==> config.mk <==
export PLATFORM = sky130hd
export DESIGN_NAME = fetch_sequencer
export DESIGN_NICKNAME = d
export VERILOG_FILES = /design/src/rtl/fetch_sequencer.sv
export SDC_FILE = /design/constraint.sdc
export NUM_CORES = 1
export LEC_CHECK = 0
export ABC_AREA = 1
export CAP_MARGIN = 0
export CORE_ASPECT_RATIO = 0.75
export CORE_UTILIZATION = 54
export DETAILED_ROUTE_END_ITERATION = 12
export PLACE_DENSITY = 0.81
export SYNTH_ARGS = -nofsm -noshare
export SYNTH_HDL_FRONTEND = slang
export SYNTH_SLANG_ARGS = --single-unit
==> constraint.sdc <==
create_clock -name clk -period 2.1 [get_ports clk]
set_clock_uncertainty 0.05 [all_clocks]
set_input_delay 0.525 -clock clk [delete_from_list [all_inputs] [get_ports clk]]
set_output_delay 0.525 -clock clk [all_outputs]
set_load 0.005 [all_outputs]
==> src/rtl/fetch_sequencer.sv <==
// PC/fetch control ahead of a combinational ROM: pre-scans a program for label markers, then runs it.
// Optional FETCH_DUP_LABEL_CHECK_EN flags duplicate label markers found during the scan.
module fetch_sequencer #(
  parameter logic [7:0] PROG0_BASE = 8'h00,
  parameter logic [7:0] PROG1_BASE = 8'h40,
  parameter int         NUM_LABELS = 16,
  parameter logic [7:0] HALT_OP    = 8'hE0,
  parameter logic [7:0] ILLEGAL_OP = 8'hFF
) (
  input  logic       clk,
  input  logic       reset,
  input  logic       start_i,
  input  logic       prog_sel_i,
  input  logic [7:0] instruction_i,
  input  logic       stall_i,
  input  logic       branch_i,
  input  logic [3:0] branch_label_i,
  output logic [7:0] address_o,
  output logic [7:0] instr_o,
  output logic       instr_valid_o,
  output logic       busy_o,
  output logic       halted_o,
  output logic       err_o
);

  typedef enum logic [1:0] {S_IDLE, S_SCAN, S_RUN, S_HALTED} state_t;

  state_t                  state_q, state_d;
  logic [7:0]              pc_q, pc_d;
  logic [7:0]              base_q, base_d;
  logic                    err_q, err_d;
  logic [NUM_LABELS-1:0]   lbl_vld_q, lbl_vld_d;
  logic [7:0]              lbl_tab_q [NUM_LABELS];
  logic                    tab_we;
  logic [3:0]              tab_idx;

  logic is_marker, is_term;
  assign is_marker = (instruction_i[7:4] == 4'hF) && (instruction_i != ILLEGAL_OP);
  assign is_term   = (instruction_i == HALT_OP) || (instruction_i == ILLEGAL_OP);
  assign tab_idx   = instruction_i[3:0];

  always_comb begin
    state_d   = state_q;
    pc_d      = pc_q;
    base_d    = base_q;
    err_d     = err_q;
    lbl_vld_d = lbl_vld_q;
    tab_we    = 1'b0;
    case (state_q)
      S_IDLE, S_HALTED: begin
        if (start_i) begin
          state_d   = S_SCAN;
          base_d    = prog_sel_i ? PROG1_BASE : PROG0_BASE;
          pc_d      = prog_sel_i ? PROG1_BASE : PROG0_BASE;
          lbl_vld_d = '0;
          err_d     = 1'b0;
        end
      end
      S_SCAN: begin
        if (is_marker) begin
`ifdef FETCH_DUP_LABEL_CHECK_EN
          // First definition of a label is kept; a repeat only raises the error.
          if (lbl_vld_q[tab_idx]) begin
            err_d = 1'b1;
          end else begin
            tab_we             = 1'b1;
            lbl_vld_d[tab_idx] = 1'b1;
          end
`else
          tab_we             = 1'b1;
          lbl_vld_d[tab_idx] = 1'b1;
`endif
        end
        if (is_term || pc_q == 8'hFF) begin
          state_d = S_RUN;
          pc_d    = base_q;
          if (!is_term) err_d = 1'b1;
        end else begin
          pc_d = pc_q + 8'd1;
        end
      end
      S_RUN: begin
        if (stall_i) begin
          pc_d = pc_q;
        end else if (branch_i) begin
          if (lbl_vld_q[branch_label_i]) begin
            pc_d = lbl_tab_q[branch_label_i];
          end else begin
            err_d   = 1'b1;
            state_d = S_HALTED;
          end
        end else if (instruction_i == HALT_OP) begin
          state_d = S_HALTED;
        end else if (instruction_i == ILLEGAL_OP) begin
          err_d   = 1'b1;
          state_d = S_HALTED;
        end else begin
          pc_d = pc_q + 8'd1;
        end
      end
      default: state_d = S_IDLE;
    endcase
  end

  always_ff @(posedge clk or posedge reset) begin
    if (reset) begin
      state_q   <= S_IDLE;
      pc_q      <= 8'h00;
      base_q    <= PROG0_BASE;
      err_q     <= 1'b0;
      lbl_vld_q <= '0;
    end else begin
      state_q   <= state_d;
      pc_q      <= pc_d;
      base_q    <= base_d;
      err_q     <= err_d;
      lbl_vld_q <= lbl_vld_d;
    end
  end

  // Table contents need no reset; the valid bits gate every read.
  always_ff @(posedge clk) begin
    if (tab_we) lbl_tab_q[tab_idx] <= pc_q;
  end

  assign address_o     = pc_q;
  assign instr_o       = instruction_i;
  assign instr_valid_o = (state_q == S_RUN) && !stall_i;
  assign busy_o        = (state_q == S_SCAN) || (state_q == S_RUN);
  assign halted_o      = (state_q == S_HALTED);
  assign err_o         = err_q;

endmodule

==> out/summary.txt, run 1 <==
Root buf cell: clkbuf_16
Top post-synthesis cells by area: edfxtp_1 52%, nand2_1 12%, dfrtp_1 9.4%
Pwr Total: 9.987 mW
Diode count: 0
Die height: 103.6 µm
# clock sinks: 156
Crit path DAT: 2.17 ns
Leak pwr: 3.892 nW
DRT antenna net count: 0
Die Wd: 137.4 µm
Vias: 5959
Vias in the first global route: 5580
Final Hold Viols: 0
Final period util: 0.9931
Clock Latency Late Sink: 0.43 ns
Syn Inst Count: 768
Placement Cell Area: 8394 µm²
Max Buffers Root-to-Sink: 2
Initial DRC count: 942
F_max: 0.4795 GHz
Total track usage: 0.2862
PortBufs: 37
YS warnings: 0
Number of I/O pins: 38
Hold Slack: 0.4168 ns
CP Max Fanout: 8
First-pass GRT wire length: 29.73 mm
Share of cells above drive strength 1: 0.1951
Synth area leader: edfxtp_1
Fin. max-slew vios: 0
Final Non-Filler Cells: 1063
Vias per cell: 5.606
Routed wire per std cell: 18.44 µm
Core ar.: 13200 µm²
Yosys cell types: 37
Synth-to-Final Area Change: 23.32%
Die area: 14230 µm²
Reg clk slew, reported paths: 0.07 ns
Hold WC Path Type: in -> async
Drc violations: 0
Routability cong.: 0.9173
Peak supply drop: 0.6894 mV
DP Wirelength: 12.31 mm
Synth Cell Area: 7425 µm²
CTS tree: built
CP Capture Type: flip-flop
Fillers: 919
Synth Area per Inst: 9.667 µm²
Run status: finished, final reports clean
Nets: 902
Seq/Total Area, Yosys: 0.6121
Largest net degree at the start of global routing: 74
Register bit total from synthesis: 156
Max_cap viols: 0
Cts bufs inserted: 17
Top cell type's share of synthesized area: 0.5177
WL final: 19.61 mm
Min Tclk post-route: 2.086 ns
Starting Density: 0.5626
Critical path class: reg -> reg
DP Cell Count: 1019
DR pass1 iterations: 6
CP Launch Type: flip-flop
Placement Rows: 36
Finished Cell Area: 9156 µm²
H-tree depth: 4
Initial antenna violation count: 0
Final setup vio count: 0
PwrDens: 1091 nW/µm²
Hold-fix buffers, CTS: 0
Gr ovfl total: 0
WP data required: 2.18 ns
-- report_power, final --
| part | leakage, nW | switching [mW] | internal (mW) |
|---|---|---|---|
| combinational | 2.06 | 1.71 | 1.08 |
| sequential | 1.55 | 0.177 | 3.86 |
| clock | 0.290 | 1.26 | 1.90 |
| total | 3.89 | 3.15 | 6.84 |
-- final timing paths --
| check | depth (start not counted) | slack (ns) | start | endpoint |
|---|---|---|---|---|
| max in group asynchronous | 3 | 1.27 | reset | address_o[2]$_DFFE_PP0P_ |
| worst max-delay path | 8 | 0.01 | state_q[1]$_DFFE_PP0P_ | lbl_tab_q[12][5]$_DFFE_PP_ |
| min in group clk | 2 | 0.48 | lbl_vld_q[13]$_DFFE_PP0P_ | lbl_vld_q[13]$_DFFE_PP0P_ |
| worst min register to register | 2 | 0.48 | lbl_vld_q[13]$_DFFE_PP0P_ | lbl_vld_q[13]$_DFFE_PP0P_ |
| worst min-delay path | 3 | 0.42 | reset | lbl_vld_q[13]$_DFFE_PP0P_ |
| worst max register to register | 8 | 0.01 | state_q[1]$_DFFE_PP0P_ | lbl_tab_q[12][5]$_DFFE_PP_ |
-- cells in the mapped netlist (all sizes together) --
master,n
nand2,243
nand3,132
edfxtp,128
inv,84
nor2,40
buf,34
a21oi,33
dfrtp,28
o21ai,18
nor4,6
clkbuf,5
ha,5
clkinv,2
nand4,2
a31oi,1
conb,1
nand3b,1
nor3,1
o211ai,1
o21bai,1
xnor2,1
xor2,1
-- cell type report --
class / instances / area (µm²) / share of cell area
Sequential cell: 156 / 4551 / 0.4970
Inverter: 86 / 334.1 / 0.03649
Clock inverter: 14 / 166.4 / 0.01817
Timing Repair Buffer: 124 / 1077 / 0.1177
Tap cell: 171 / 214.0 / 0.02337
Multi-Input combinational cell: 494 / 2375 / 0.2594
Clock buffer: 18 / 439.2 / 0.04796
-- worst max-delay path, stage by stage, from the launching register on --
cell and delay (ns):
dfrtp_1 0.39, buf_6 0.13, inv_4 0.06, ha_4 0.16
inv_4 0.05, nor2_4 0.14, clkinvlp_4 0.22, nor4_4 0.37
buf_6 0.21
-- flip-flops by register name (all words and copies together), names as in the netlist --
register and cells:
address_o 8, base_q 1, err_o 1, lbl_tab_q 128
lbl_vld_q 16, state_q 2
-- what timing repair did --
item | 4_1_cts | 5_1_grt
setup buffers | 6 | 6
gates resized for setup | 20 | 15
setup endpoints to repair | 18 | 34
pin swaps | 0 | 3
-- kinds of logic (layout without fill, tap and decap cells) --
logic type | Yosys count | in the layout | share of synthesized area
AOI/OAI and AO/OA | 54 | 54 | 0.04432
xor gates and xnor gates | 2 | 2 | 0.002360
adders and majority gates | 5 | 5 | 0.008426
buffers and inverters | 125 | 242 | 0.07904
DFF | 156 | 156 | 0.6121
other | 1 | 8 | 0.0005051
and+or+nand+nor | 425 | 425 | 0.2533
-- metal layers --
metal  GRT usage  vias up  part of all wire
li1            -     2757                 -
met1      0.3912     2835              0.39
met2      0.4386      319              0.47
met3     0.07244       48              0.11
met4      0.1091        0             0.023
met5           0        -                 0
-- stage by stage --
step	setup slack [ns]	setup TNS, ns	utilization
3_3_place_gp	-0.2021	-18.39	0.6360
3_5_place_dp	-0.2414	-24.87	0.6360
6_report	0.01444	0	0.6938
2_1_floorplan	-0.1927	-9.247	-
4_1_cts	0.004213	0	0.6855
5_1_grt	-0.05721	-0.4351	0.6938
-- cells in the final DEF (no fill, tap or decap), types with 9 or more instances in the layout --
| master | netlist | layout |
|---|---|---|
| a21oi_1 | 21 | 21 |
| a21oi_2 | 11 | 11 |
| buf_4 | 13 | 79 |
| clkbuf_16 | 0 | 17 |
| clkdlybuf4s50_1 | 0 | 22 |
| dfrtp_1 | 28 | 23 |
| dlygate4sd2_1 | 0 | 11 |
| edfxtp_1 | 128 | 128 |
| inv_1 | 75 | 72 |
| nand2_1 | 234 | 234 |
| nand3_1 | 129 | 129 |
| nor2_1 | 33 | 33 |
| o21ai_0 | 9 | 9 |
| o21ai_1 | 9 | 9 |
No activity file was read; power rests on OpenSTA's default activity.
==> inputs of run 2 (changes only) <==
- SKIP_LAST_GASP: not set -> 1
==> run 2 against run 1 <==
Sequential power about the same. Critical path depth is 6 lower. Core utilization shrank 0.35 points. Worst hold slack improved by 0.0028 ns. Clock power about the same. Final cell count about the same. Non-clock buffer count fell by 1.
==> out/summary.txt, run 2 (synthesis results as in run 1) <==
CP Launch Type: flip-flop
Fin Setup TNS: 0 ns (unchanged)
Final period util: 0.9914 (-0.001736)
Multi-input gate area: 2356 µm² (-0.79%)
Root buf cell: clkbuf_16
CP Capture Type: primary output
Reg clk slew, reported paths: 0.07 ns (about the same)
Placement Rows: 36 (unchanged)
DRT antenna net count: 0 (unchanged)
Total track usage: 0.2862 (unchanged)
Number of I/O pins: 38 (unchanged)
Max Buffers Root-to-Sink: 2 (unchanged)
Crit path DAT: 1.51 ns (-0.66 ns)
Reg-to-reg critical path endpoint: lbl_tab_q[7][0]$_DFFE_PP_
Starting Density: 0.5626 (unchanged)
Initial antenna violation count: 0 (unchanged)
Critical path class: reg -> out
Core ar.: 13200 µm² (unchanged)
WL final: 19.60 mm (about the same)
Vias in the first global route: 5580 (unchanged)
Gr ovfl total: 0 (unchanged)
Vias: 5929 (-0.50%)
Drc violations: 0 (unchanged)
Most common cell after layout, fill and taps aside: nand2_1
PortBufs: 37 (unchanged)
Number of flip-flops in the largest register: 128 (unchanged)
Routed wire per std cell: 18.45 µm (about the same)
Die height: 103.6 µm (unchanged)
Worst path slowest cell: clkdlybuf4s50_1
Min Tclk post-route: 2.082 ns (-0.003645 ns)
Die Wd: 137.4 µm (unchanged)
DR pass1 iterations: 9 (+3)
H-tree depth: 4 (unchanged)
Hold WC Path Type: in -> async
Synth-to-Final Area Change: 22.70%
DP Wirelength: 12.31 mm (unchanged)
Place WS: -0.2414 ns (unchanged)
Largest net degree at the start of global routing: 74 (unchanged)
# clock sinks: 156 (unchanged)
Share of cells above drive strength 1: 0.1919 (-0.003148)
Cts bufs inserted: 17 (unchanged)
CP Max Fanout: 11 (+3)
Run status: finished, final reports clean
Final Hold Viols: 0 (unchanged)
FF/Latch Area: 4551 µm² (unchanged)
Peak supply drop: 0.6953 mV (+0.86%)
Final WS setup: 0.01808 ns (+0.003645 ns)
Fillers: 938 (+2.1%)
Fin. max-slew vios: 0 (unchanged)
Worst reg2reg setup slack: 0.08 ns (+0.07 ns)
F_max: 0.4803 GHz (+0.18%)
Worst path cell trace: buf_6, clkdlybuf4s50_1
PwrDens: 1091 nW/µm² (about the same)
Clock Latency Late Sink: 0.43 ns (about the same)
First-pass GRT wire length: 29.73 mm (unchanged)
Die area: 14230 µm² (unchanged)
Delay of the slowest cell on the worst path: 0.53 ns (+0.14 ns)
Worst R2R Path Depth: 8 (unchanged)
Diode count: 0 (unchanged)
Most frequent cells in the layout: 234 x nand2_1, 129 x nand3_1, 128 x edfxtp_1, 80 x buf_4, 74 x inv_1
CTS tree: built
Worst R2R Start: state_q[1]$_DFFE_PP0P_
WP data required: 1.52 ns (-0.66 ns)
Initial DRC count: 868 (-7.9%)
Biggest register: lbl_tab_q
Max_cap viols: 0 (unchanged)
Nets: 901 (-0.11%)
Leak pwr: 3.862 nW (-0.78%)
Final setup vio count: 0 (unchanged)
Routability cong.: 0.9173 (unchanged)
Vias per cell: 5.583 (-0.41%)
## run 2: changes by cell type in the layout (fill, tap and decap cells not counted), sizes merged
cell	previous run	this run
dlymetal6s2s	3	1
inv	85	86
buf	88	87
dlygate4sd2	11	10
clkinvlp	4	3
clkdlybuf4s50	22	25
## run 2: worst max-delay path by stage
stage                              from                    endpoint  slack [ns]
2_1_floorplan    state_q[1]$_DFFE_PP0P_  lbl_tab_q[11][0]$_DFFE_PP_       -0.19
3_3_place_gp           instruction_i[3]                  instr_o[3]       -0.20
3_5_place_dp           instruction_i[6]  lbl_tab_q[12][5]$_DFFE_PP_       -0.24
4_1_cts          state_q[0]$_DFFE_PP0P_                      busy_o       -0.18
5_1_grt        address_o[1]$_DFFE_PP0P_                address_o[1]       -0.01
6_report       address_o[1]$_DFFE_PP0P_                address_o[1]        0.02
## run 2: metrics by stage
step           instances  total power, mW  hold slack, ns    util  area (µm²)
2_1_floorplan        775            5.623          0.4263       -        7451
3_3_place_gp        1019            6.530          0.4577  0.6360        8394
3_5_place_dp        1019            6.607          0.4637  0.6360        8394
4_1_cts             1057            9.835          0.4293  0.6856        9049
5_1_grt             1062            10.33          0.4921  0.6903        9110
6_report            1062            9.935          0.4196  0.6903        9110
## run 2: power by group
part           internal, mW  switching, mW
Combinational          1.05           1.70
Sequential             3.86          0.174
Clock                  1.90           1.25
Total                  6.81           3.12
## run 2: area by class of cell
| type | count | area share |
|---|---|---|
| clock buffers | 18 | 0.04821 |
| clock inverters | 14 | 0.01827 |
| inverters | 86 | 0.03571 |
| multi-input cells | 494 | 0.2586 |
| flip-flops and latches | 156 | 0.4995 |
| well taps | 171 | 0.02349 |
| repair buffers | 123 | 0.1162 |
## run 2: per-layer routing
layer,share of wire,track usage,vias up
met4,0.025,0.1091,0
met2,0.47,0.4386,351
met5,0,0,-
met1,0.40,0.3912,2771
li1,-,-,2751
met3,0.11,0.07244,56
## run 2: critical path: cells and delay by family (launching register included)
kind	cells	cell delay (ns)
buffers and inverters	2	0.70
DFF	1	0.38
## run 2: repair_timing
action                                  in CTS  in global routing
gates resized for setup                     19                  5
gates cloned                                 0                  0
hold endpoints to repair                     0                  0
hold buffers                                 0                  0
endpoints found under the setup margin      18                 35
setup buffers                                6                  5
